## src/rtl/segment_accumulator.sv

```systemverilog
`default_nettype none
// ============================================================================
// Module      : segment_accumulator
// Description : Sums and counts unsigned samples per segment. Each closed
//               segment is presented as a dividend/divisor pair with a start
//               pulse for the downstream mean divider.
// Revision    : 1.0 - initial release
// ============================================================================
module segment_accumulator #(
    parameter int DATA_W  = 8,
    parameter int COUNT_W = 20
) (
    input  logic                       clock,
    input  logic                       reset_n,
    input  logic [DATA_W-1:0]          DataIn,
    input  logic                       ValidIn,
    input  logic                       LastIn,
    input  logic                       Clear,
    input  logic [COUNT_W-1:0]         MaxCount,
    output logic [DATA_W+COUNT_W-1:0]  SumOut,
    output logic [COUNT_W-1:0]         CountOut,
    output logic                       StartOut
);

    localparam int SUM_W = DATA_W + COUNT_W;

    // Sum width covers (2^COUNT_W-1) maximum-valued samples, so it never wraps.
    logic [SUM_W-1:0]   acc_sum_q, acc_sum_d;
    logic [COUNT_W-1:0] acc_cnt_q, acc_cnt_d;
    logic [SUM_W-1:0]   sum_out_q, sum_out_d;
    logic [COUNT_W-1:0] cnt_out_q, cnt_out_d;
    logic               start_q,   start_d;

    logic [SUM_W-1:0]   n_sum;
    logic [COUNT_W-1:0] n_cnt;
    logic               accept;
    logic               hit_max;
    logic               close;

    always_comb begin
        n_sum   = acc_sum_q + {{COUNT_W{1'b0}}, DataIn};
        n_cnt   = acc_cnt_q + {{(COUNT_W-1){1'b0}}, 1'b1};
        accept  = ValidIn & ~Clear;
        // >= rather than == so lowering MaxCount mid-segment closes at once.
        hit_max = (MaxCount != '0) && (n_cnt >= MaxCount);
        close   = accept & (LastIn | hit_max | (&n_cnt));
    end

    always_comb begin
        acc_sum_d = acc_sum_q;
        acc_cnt_d = acc_cnt_q;
        sum_out_d = sum_out_q;
        cnt_out_d = cnt_out_q;
        start_d   = 1'b0;
        if (Clear) begin
            acc_sum_d = '0;
            acc_cnt_d = '0;
        end else if (close) begin
            sum_out_d = n_sum;
            cnt_out_d = n_cnt;
            start_d   = 1'b1;
            acc_sum_d = '0;
            acc_cnt_d = '0;
        end else if (accept) begin
            acc_sum_d = n_sum;
            acc_cnt_d = n_cnt;
        end
    end

    always_ff @(posedge clock or negedge reset_n) begin
        if (!reset_n) begin
            acc_sum_q <= '0;
            acc_cnt_q <= '0;
            sum_out_q <= '0;
            cnt_out_q <= '0;
            start_q   <= 1'b0;
        end else begin
            acc_sum_q <= acc_sum_d;
            acc_cnt_q <= acc_cnt_d;
            sum_out_q <= sum_out_d;
            cnt_out_q <= cnt_out_d;
            start_q   <= start_d;
        end
    end

    assign SumOut   = sum_out_q;
    assign CountOut = cnt_out_q;
    assign StartOut = start_q;

endmodule
`default_nettype wire
```

## config.mk

```make
export PLATFORM = sky130hd
export DESIGN_NAME = segment_accumulator
export DESIGN_NICKNAME = d
export VERILOG_FILES = /design/src/rtl/segment_accumulator.sv
export SDC_FILE = /design/constraint.sdc
export NUM_CORES = 1
export LEC_CHECK = 0
export BUFFER_PORTS_ARGS = -buffer_cell sky130_fd_sc_hd__buf_2
export CAP_MARGIN = 20
export CORE_ASPECT_RATIO = 0.6
export CORE_UTILIZATION = 52
export DETAILED_ROUTE_END_ITERATION = 7
export PLACE_DENSITY = 0.75
export SETUP_SLACK_MARGIN = 0.3
export SLEW_MARGIN = 20
export SYNTH_ARGS = -nofsm -noshare
export SYNTH_HDL_FRONTEND = slang
export SYNTH_SLANG_ARGS = --single-unit
```

## constraint.sdc

```tcl
create_clock -name clock -period 3.4 [get_ports clock]
set_input_delay 0.17 -clock clock [delete_from_list [all_inputs] [get_ports clock]]
set_output_delay 0.17 -clock clock [all_outputs]
set_load 0.02 [all_outputs]
```

==> results.cfg <==
[yosys]
synth_warnings = 0
ys_types = 59
syn_area_um2 = 5779
ys_seq_area_frac = 0.4200
async_flop_share = 1.000
syn_nets = 617
ys_dominant_reg_cell = dfrtp_1
synth_top_area_share = 0.4200
synth_area_leaders = dfrtp_1 (42%), mux2_2 (7.8%), ha_1 (6.5%)
synth_edf_count = 0
synth_area_per_cell_um2 = 10.45
synth_seq_cells = 97
synth_cells = 553
synth.largest_area_cell = dfrtp_1

[critical_path]
worst-setup-path-type = reg -> reg
startpoint_type = flop
arrival_ns = 3.96
end_kind = flop
required_ns = 3.64
cp_max_fo = 9

[detailed_routing]
drt_iter0_drc = 568
totalWireLength_um = 17110
post_drt_wl_per_cell_um = 20.06
drc = 8
ant_nets = 0
vias_per_cell = 6.236
firstDrtPassIters = 8
vias = 5319

[finish]
antenna_cells = 0
fin_cells = 853
drive_above_1_share = 0.3796
fin_util = 0.7241
fill_cells = 734
fin_area_um2 = 7751
area_growth_pct = 34.12
final_net_count = 773

[floorplan]
coreArea_um2 = 10700
boundaryPins = 82
start_util = 0.5399
die_x_um = 138.1
chipHeight_um = 83.66
die_area_um2 = 11550
rows = 29

[clocking]
htreeDepth = 3
clkTransAtPathRegs_ns = 0.08
cts_root_buffer = clkbuf_16
cts_buffers = 9
clock-sinks = 97
cts_buffer_depth = 2
clk_latency_ns = 0.35
cts_tree = done

[pwr]
p_total_mw = 2.743
peakVddDrop_uv = 302.7
leakage_nw = 3.887
powerDensity_nw_per_um2 = 353.9

[outcome]
violations = design-rule violations, negative setup slack
status = finished, violations left

[sta]
fin_ws_ns = -0.3237
slew_violations = 0
finalSetupViolCount = 90
timing.fmax_mhz = 268.5
fin_crit_ns = 3.724
period_share = 1.095
fin_setup_tns_ns = -19.95
fin_worst_skew_ns = 0.01014
rsz0062_at_grt = yes
finalHoldViolCount = 0
worst_slew_margin_rel = 0.3852
worstMarginPinSlew_ns = 0.9213
whs_ns = 0.2044

[global_routing]
grt_pass1_wl_um = 27510
grt_use_total = 0.3059
antenna_found_initial = 0
grt_max_degree = 53
grt_overflow_total = 0
grt_pass1_vias = 5395

[placement]
io_buffers = 81
place_congestion = 0.9028
placed_area_um2 = 6785
dp.final_hpwl_um = 11440
pre_cts_slack_ns = -0.5975
place_inst = 809

[hold_path]
holdCritPathClass = in -> reg

[flow_run]
cap_violations = 0
[metal layers]
metal / wire length [um] / global-route usage / share of wire / up-vias
met2: 7474 / 0.4629 / 0.44 / 279
li1: - / - / - / 2406
met1: 7733 / 0.4381 / 0.45 / 2596
met4: 302 / 0.09091 / 0.018 / 0
met3: 1600 / 0.06942 / 0.094 / 38
met5: 0 / 0 / 0 / -
[what timing repair did]
item,in CTS,in global routing
gates cloned,5,2
hold endpoints to repair,50,0
hold buffers,1,0
pin swaps,36,5
setup endpoints to repair,97,97
resized for setup,41,11
setup buffers,19,1
[registers in the layout (all words and copies together), names as in the netlist]
signal / cells
acc_sum_q: 28
acc_cnt_q: 20
CountOut: 20
StartOut: 1
SumOut: 28
[cells by family after synthesis]
kind of cell,count (synthesis),share of synthesized area
buf+inv,62,0.04893
mux,52,0.1065
xor+xnor,38,0.05759
flops,97,0.4200
compound gates,98,0.1347
fa+ha+maj,31,0.06841
simple gates,175,0.1639
[area by class of cell]
| cell class | count | area [um^2] | share of cell area |
|---|---|---|---|
| Multi-Input combinational cell | 394 | 3311 | 0.4271 |
| Sequential cell | 97 | 2427 | 0.3132 |
| Clock buffer | 9 | 225.2 | 0.02906 |
| Clock inverter | 7 | 103.9 | 0.01340 |
| Tap cell | 139 | 173.9 | 0.02244 |
| Inverter | 32 | 120.1 | 0.01550 |
| Timing Repair Buffer | 175 | 1390 | 0.1793 |
[worst max-delay path, cell delays in order, from the launching register on]
cell and delay, ns:
dfrtp_1 0.37, nand4_1 0.16, or3_4 0.46, buf_6 0.14, o31a_1 0.25, or2_4 0.25
ha_4 0.27, nand4_1 0.19, buf_6 0.20, a21oi_4 0.16, nor3_4 0.06, a31oi_4 0.18
a32o_2 0.22, buf_6 0.17, clkbuf_16 0.18, mux2_2 0.34
[final timing paths]
kind / from / to / slack, ns / cells after the start
max: acc_cnt_q[0]$_DFFE_PN0P_ / CountOut[15]$_DFFE_PN0P_ / -0.32 / 15
min: DataIn[0] / acc_sum_q[0]$_DFFE_PN0P_ / 0.20 / 3
max reg2reg: acc_cnt_q[0]$_DFFE_PN0P_ / CountOut[15]$_DFFE_PN0P_ / -0.32 / 15
min reg2reg: acc_sum_q[7]$_DFFE_PN0P_ / acc_sum_q[7]$_DFFE_PN0P_ / 0.50 / 1
max in group asynchronous: reset_n / SumOut[17]$_DFFE_PN0P_ / 2.19 / 3
min in group asynchronous: reset_n / CountOut[17]$_DFFE_PN0P_ / 0.38 / 2
[layout by cell type (no fill, tap or decap), types with 3 or more instances in the layout]
master and n:
nor4_1 14, a41oi_1 3, mux2_4 18, buf_6 5
xnor2_1 24, buf_16 5, and4_1 5, dfrtp_1 97
o31ai_1 3, inv_1 32, mux2i_1 3, a21oi_1 11
nand2b_1 5, clkbuf_16 11, nor2_1 21, nand2_1 32
or4_1 4, nand4_1 20, buf_4 72, buf_12 9
ha_1 29, o41ai_2 3, and2_1 4, a221o_1 14
nand3_1 25, o21ai_0 6, xor2_1 12, buf_2 80
and3_1 3, mux2_2 31, nor3_1 19, a22o_1 23
a21o_1 8
[synthesized netlist by cell type (13+ instances only)]
cell / number
xnor2_1: 25
clkbuf_1: 13
a22o_1: 23
nand4_1: 20
a221o_1: 14
ha_1: 30
nand2_1: 32
nor4_1: 17
dfrtp_1: 97
nor3_1: 20
inv_1: 32
mux2_2: 40
nand3_1: 26
nor2_1: 24
xor2_1: 13
[power breakdown]
part / total, mW / switching (mW) / internal [mW] / leakage (nW)
Sequential: 1.21 / 0.0227 / 1.19 / 1.33
Clock: 1.13 / 0.479 / 0.653 / 0.154
Combinational: 0.397 / 0.219 / 0.178 / 2.40
Power figures use the tool's default switching activity.
